`src/rtl/hilo_ctrl.sv`:
```
// HI/LO register controller for a MIPS-style multiply unit: issues operands to an
// external signed multiplier, waits MUL_LAT edges, and captures the 64-bit product.
module hilo_ctrl #(
  parameter int MUL_LAT = 1
) (
  input  logic        clk,
  input  logic        reset,
  input  logic        op_valid,
  input  logic [2:0]  op,
  input  logic [31:0] rs_val,
  input  logic [31:0] rt_val,
  output logic [31:0] mul_a,
  output logic [31:0] mul_b,
  input  logic [63:0] z,
  output logic        stall,
  output logic        busy,
  output logic [31:0] rd_data,
  output logic        rd_valid,
  output logic [31:0] hi,
  output logic [31:0] lo
);
  localparam int CW = (MUL_LAT < 1) ? 1 : $clog2(MUL_LAT + 1);

  localparam logic [2:0] OP_MULT  = 3'd1;
  localparam logic [2:0] OP_MULTU = 3'd2;
  localparam logic [2:0] OP_MTHI  = 3'd3;
  localparam logic [2:0] OP_MTLO  = 3'd4;
  localparam logic [2:0] OP_MFHI  = 3'd5;
  localparam logic [2:0] OP_MFLO  = 3'd6;

  typedef enum logic {IDLE, BUSY} state_t;
  state_t state, state_nx;

  logic [CW-1:0] cnt;
  logic          uns;
  logic [31:0]   op_a, op_b;
  logic          is_op, accept, is_mul, done;
  logic [63:0]   z_fix;

  assign busy   = (state == BUSY);
  assign is_op  = (op >= OP_MULT) && (op <= OP_MFLO);
  assign stall  = op_valid & busy & is_op;
  assign accept = op_valid & is_op & ~stall;
  assign is_mul = (op == OP_MULT) || (op == OP_MULTU);
  assign done   = busy && (cnt == '0);

  // Unsigned product from a signed multiplier: add back b<<32 / a<<32 for each
  // operand whose top bit was read as negative.
  assign z_fix = z + (op_a[31] ? {op_b, 32'b0} : 64'b0)
                   + (op_b[31] ? {op_a, 32'b0} : 64'b0);

  always_ff @(posedge clk or negedge reset) begin
    if (!reset) state <= IDLE;
    else        state <= state_nx;
  end

  always_comb begin
    state_nx = state;
    case (state)
      IDLE:    if (accept && is_mul) state_nx = BUSY;
      BUSY:    if (cnt == '0)        state_nx = IDLE;
      default: state_nx = IDLE;
    endcase
  end

  always_ff @(posedge clk or negedge reset) begin
    if (!reset) begin
      hi       <= '0;
      lo       <= '0;
      mul_a    <= '0;
      mul_b    <= '0;
      op_a     <= '0;
      op_b     <= '0;
      uns      <= 1'b0;
      cnt      <= '0;
      rd_data  <= '0;
      rd_valid <= 1'b0;
    end else begin
      rd_valid <= 1'b0;
      if (busy && cnt != '0) cnt <= cnt - 1'b1;
      if (done) begin
        {hi, lo} <= uns ? z_fix : z;
      end
      if (accept) begin
        case (op)
          OP_MULT, OP_MULTU: begin
            mul_a <= rs_val;
            mul_b <= rt_val;
            op_a  <= rs_val;
            op_b  <= rt_val;
            uns   <= (op == OP_MULTU);
            cnt   <= CW'(MUL_LAT);
          end
          OP_MTHI: hi <= rs_val;
          OP_MTLO: lo <= rs_val;
          OP_MFHI: begin rd_data <= hi; rd_valid <= 1'b1; end
          OP_MFLO: begin rd_data <= lo; rd_valid <= 1'b1; end
          default: ;
        endcase
      end
    end
  end
endmodule
```
`config.mk`:
```
export PLATFORM = sky130hd
export DESIGN_NAME = hilo_ctrl
export DESIGN_NICKNAME = d
export VERILOG_FILES = /design/src/rtl/hilo_ctrl.sv
export SDC_FILE = /design/constraint.sdc
export NUM_CORES = 1
export LEC_CHECK = 0
export ABC_CLOCK_PERIOD_IN_PS = 4140
export BUFFER_PORTS_ARGS = -buffer_cell sky130_fd_sc_hd__buf_2
export CORE_UTILIZATION = 54
export CTS_BUF_LIST = sky130_fd_sc_hd__clkbuf_4
export CTS_CLUSTER_DIAMETER = 100
export DETAILED_ROUTE_END_ITERATION = 7
export GPL_ROUTABILITY_DRIVEN = 0
export PLACE_DENSITY_LB_ADDON = 0.25
export SETUP_SLACK_MARGIN = 0.15
export SYNTH_ARGS = -nofsm -noshare
export SYNTH_HDL_FRONTEND = slang
export SYNTH_SLANG_ARGS = --single-unit
```
`constraint.sdc`:
```
create_clock -name clk -period 4.14 [get_ports clk]
set_input_delay 0.207 -clock clk [delete_from_list [all_inputs] [get_ports clk]]
set_output_delay 0.207 -clock clk [all_outputs]
set_load 0.03 [all_outputs]
```
==> key figures <==
STA
  • RSZ-0062 raised after global routing: no
  • Worst Tran Pin Value: 1.16 ns
  • Slew HR: 22.3%
  • Post-route minimum period: 3.67 ns
  • PnR worst setup slack: 0.468 ns
  • TNS Setup: 0 ns
  • Worst hold margin: 0.0566 ns
  • Clock skew: 0.0193 ns
  • Period utilization: 88.7%
  • Pins Over Slew Limit: 0
  • # setup viols final: 0
  • Fmax: 272 MHz
  • Hold Fails Final Rpt: 0

Power and ir drop
  • Comb pwr share: 66.6%
  • Leakage Power: 6.26 nW
  • Reg power frac: 25.1%
  • Sw Share: 51.8%
  • Power Dens Cells: 962 nW/um^2
  • Psw: 6.44 mW
  • Int Power: 5.98 mW
  • Clock power frac: 8.3%
  • Maximum VDD drop: 0.638 mV

Floorplanning
  • # rows: 48
  • Initial Util: 56.1%
  • Die height: 137 um
  • Die Wd: 137 um
  • Core outline area: 17500 um^2
  • Die area: 18800 um^2
  • Top Ports: 297

GRT
  • First-pass GRT wire length: 47.7 mm
  • Overall Global Routing Usage: 34.0%
  • Largest net degree at the start of global routing: 83
  • GR Overflow Total: 0
  • Initial antenna violation count: 3
  • Number of global-route vias before repair: 8894

Hold path
  • Hold Path Sink: hi[22]$_DFF_PN0_
  • Hold Crit Depth: 3
  • HP Start: z[54]
  • Worst Hold Class: in2reg

Routing
  • WL/cell: 19.8 um
  • DRT Pass-1 Iters: 5
  • First-iteration detailed-routing DRC count: 698
  • Vias: 9221
  • Total wire length: 31.3 mm
  • ANT nets after route: 0
  • DR DRC count: 0
  • Post-DR vias/cell: 5.82

Setup path
  • R2r worst-path depth: 13
  • R2R setup slack: 0.47 ns
  • RR Startpoint: op_a[31]$_DFFE_PN0P_
  • CP arrival: 4.14 ns
  • Crit path kind: reg2reg
  • Worst r2r dst: hi[29]$_DFF_PN0_
  • Critical path capture point type: register
  • Critical Path Source: op_a[31]$_DFFE_PN0P_
  • Critical Path RT: 4.61 ns
  • Worst setup SP type: register
  • Worst Path Max Fanout: 20

Layout
  • Commonest non-fill, non-tap cell in the layout: buf_2
  • Synthesis-to-layout area growth: 31.3%
  • Layout cell share with drive strength beyond 1: 30.9%
  • Multi-input logic area: 5460 um^2
  • Nets: 1540
  • Most frequent cells in the layout: 295 x buf_2, 163 x dfrtp_1, 110 x dlygate4sd3_1
  • Fillcell total: 1238
  • Seq. cell area: 4110 um^2

Yosys
  • Syn. warnings: 0
  • Async set-reset flop share out of synthesis: 100%
  • Sequential fraction of the synthesis area: 41.7%
  • Area share of the largest cell type after synthesis: 41.7%
  • Synth Instances: 968
  • Post-Syn Area per Cell: 10.2 um^2
  • Post-Syn Area: 9830 um^2
  • Compound-Gate Fraction of Synth Area: 14.1%
  • Synth top area cells: dfrtp_1 42%, mux2i_1 7.9%, mux2_2 7.3%
  • Post-Synth XOR/XNOR Area: 2.05%
  • Synth Flop Type: dfrtp_1
  • Seq cells post-synth: 164
  • Cell accounting for the most synthesized area: dfrtp_1
  • Largest family of logic cells by synthesized area: multiplexers
  • Multiplexer area fraction after synthesis: 15.4%
  • Syn nets: 1164
  • Post-synth EDFFs: 0
  • Netlist cell types: 60
  • Post-Synth Adder-Cell Area: 10.3%
  • Synth Area in Simple Gates: 13.5%

Clock network
  • CTS root buffer: clkbuf_4
  • CTS tree: done
  • H-tree depth: 4
  • Num CTS Buffers: 17
  • Sink Count: 164
  • CTS clk-pin slew, worst paths: 0.13 ns
  • Clk_lat worst skew: 0.58 ns
  • Clock Tree Buf Depth: 2

Status
  • Status: completed

Run
  • Max-cap violations: 0

Placed design
  • I/O Buffers: 296
  • Post-DP HPWL: 22.4 mm
  • DP Worst Slack: 0.383 ns
[worst max-delay path, stage by stage (launching register included)]
cell	delay (ns)
dfrtp_2	0.56
buf_12	0.21
and2_1	0.16
fa_1	0.46
ha_1	0.44
nand4_1	0.17
or3_1	0.40
a21bo_1	0.19
a21boi_2	0.12
a211oi_2	0.08
o31ai_1	0.25
o21ai_1	0.13
mux2i_1	0.13
a221o_1	0.26
[cell families (layout without fill, tap and decap cells)]
| family | after synthesis | count (layout) |
|---|---|---|
| other | 0 | 3 |
| AO/OA/AOI/OAI | 232 | 232 |
| adder cells (fa/ha/maj) | 62 | 62 |
| flip-flops | 164 | 164 |
| buffers and inverters | 75 | 464 |
| AND/OR/NAND/NOR | 269 | 269 |
| XOR/XNOR | 23 | 23 |
| multiplexers | 143 | 143 |
[flip-flops by register name, indices dropped and copies added (netlist names)]
name / count
busy: 1
cnt: 1
hi: 32
lo: 32
mul_b: 32
op_a: 32
rd_data: 32
rd_valid: 1
uns: 1
[worst max path at each step]
stage,end,slack [ns]
floorplan,hi[29]$_DFF_PN0_,0.69
global placement,hi[29]$_DFF_PN0_,0.44
detailed placement,hi[29]$_DFF_PN0_,0.38
CTS,hi[29]$_DFF_PN0_,0.30
global route,hi[22]$_DFF_PN0_,0.22
finish,hi[29]$_DFF_PN0_,0.47
[final cells by class]
class	count	area share [%]
multi-input cells	729	42.3
flip-flops and latches	164	31.8
repair buffers	419	20.9
well taps	225	2.18
clock inverters	14	1.29
clock buffers	18	1.05
inverters	13	0.378
diodes	3	0.0582
[power by group through the flow]
stage          Combinational (mW)  Clock, mW  Sequential, mW
2_1_floorplan                4.31          0            4.47
3_3_place_gp                 7.74          0            3.10
3_5_place_dp                 7.87          0            3.12
4_1_cts                      8.17       1.05            3.08
5_1_grt                      9.03       1.11            3.19
6_report                     8.27       1.04            3.12
[cell usage after synthesis, drive strengths merged, types with 3 or more instances]
| cell type | number |
|---|---|
| a31oi | 3 |
| o21ai | 110 |
| nand2b | 7 |
| fa | 32 |
| inv | 13 |
| nand4 | 6 |
| clkbuf | 50 |
| xor2 | 9 |
| mux2 | 65 |
| a21boi | 4 |
| nand3 | 5 |
| nand2 | 104 |
| a21o | 17 |
| ha | 30 |
| a21oi | 56 |
| nor2b | 9 |
| and2 | 62 |
| buf | 12 |
| o22ai | 5 |
| o21a | 4 |
| nor2 | 32 |
| mux2i | 78 |
| and3 | 8 |
| nor3 | 21 |
| xnor2 | 14 |
| or3 | 8 |
| dfrtp | 164 |
| o221ai | 5 |
| a211oi | 8 |
[per-layer routing]
layer,global-route usage (%),vias to the layer above,wire length (um)
met4,15.9,2,1150
met5,0,-,13
met2,50.2,528,13900
met1,46.5,4423,13400
li1,-,4167,-
met3,9.07,101,2880
[what timing repair did]
action                                 in CTS  in global routing
hold buffers                              110                  0
setup endpoints to repair                   0                  3
resized for setup                           0                  1
setup buffers                               0                  0
endpoints found under the hold margin     205                  0
[metrics by stage]
stage | power, mW | utilization [%] | cells | instance area, um^2
after global routing | 13.3 | 73.6 | 1584 | 12900
after global placement | 10.8 | 65.6 | 1440 | 11500
after CTS | 12.3 | 73.6 | 1582 | 12900
after floorplan | 8.78 | - | 968 | 9830
after detailed placement | 11.0 | 65.6 | 1440 | 11500
final | 12.4 | 73.6 | 1585 | 12900
Note: power is estimated with default switching activity, not from simulation.
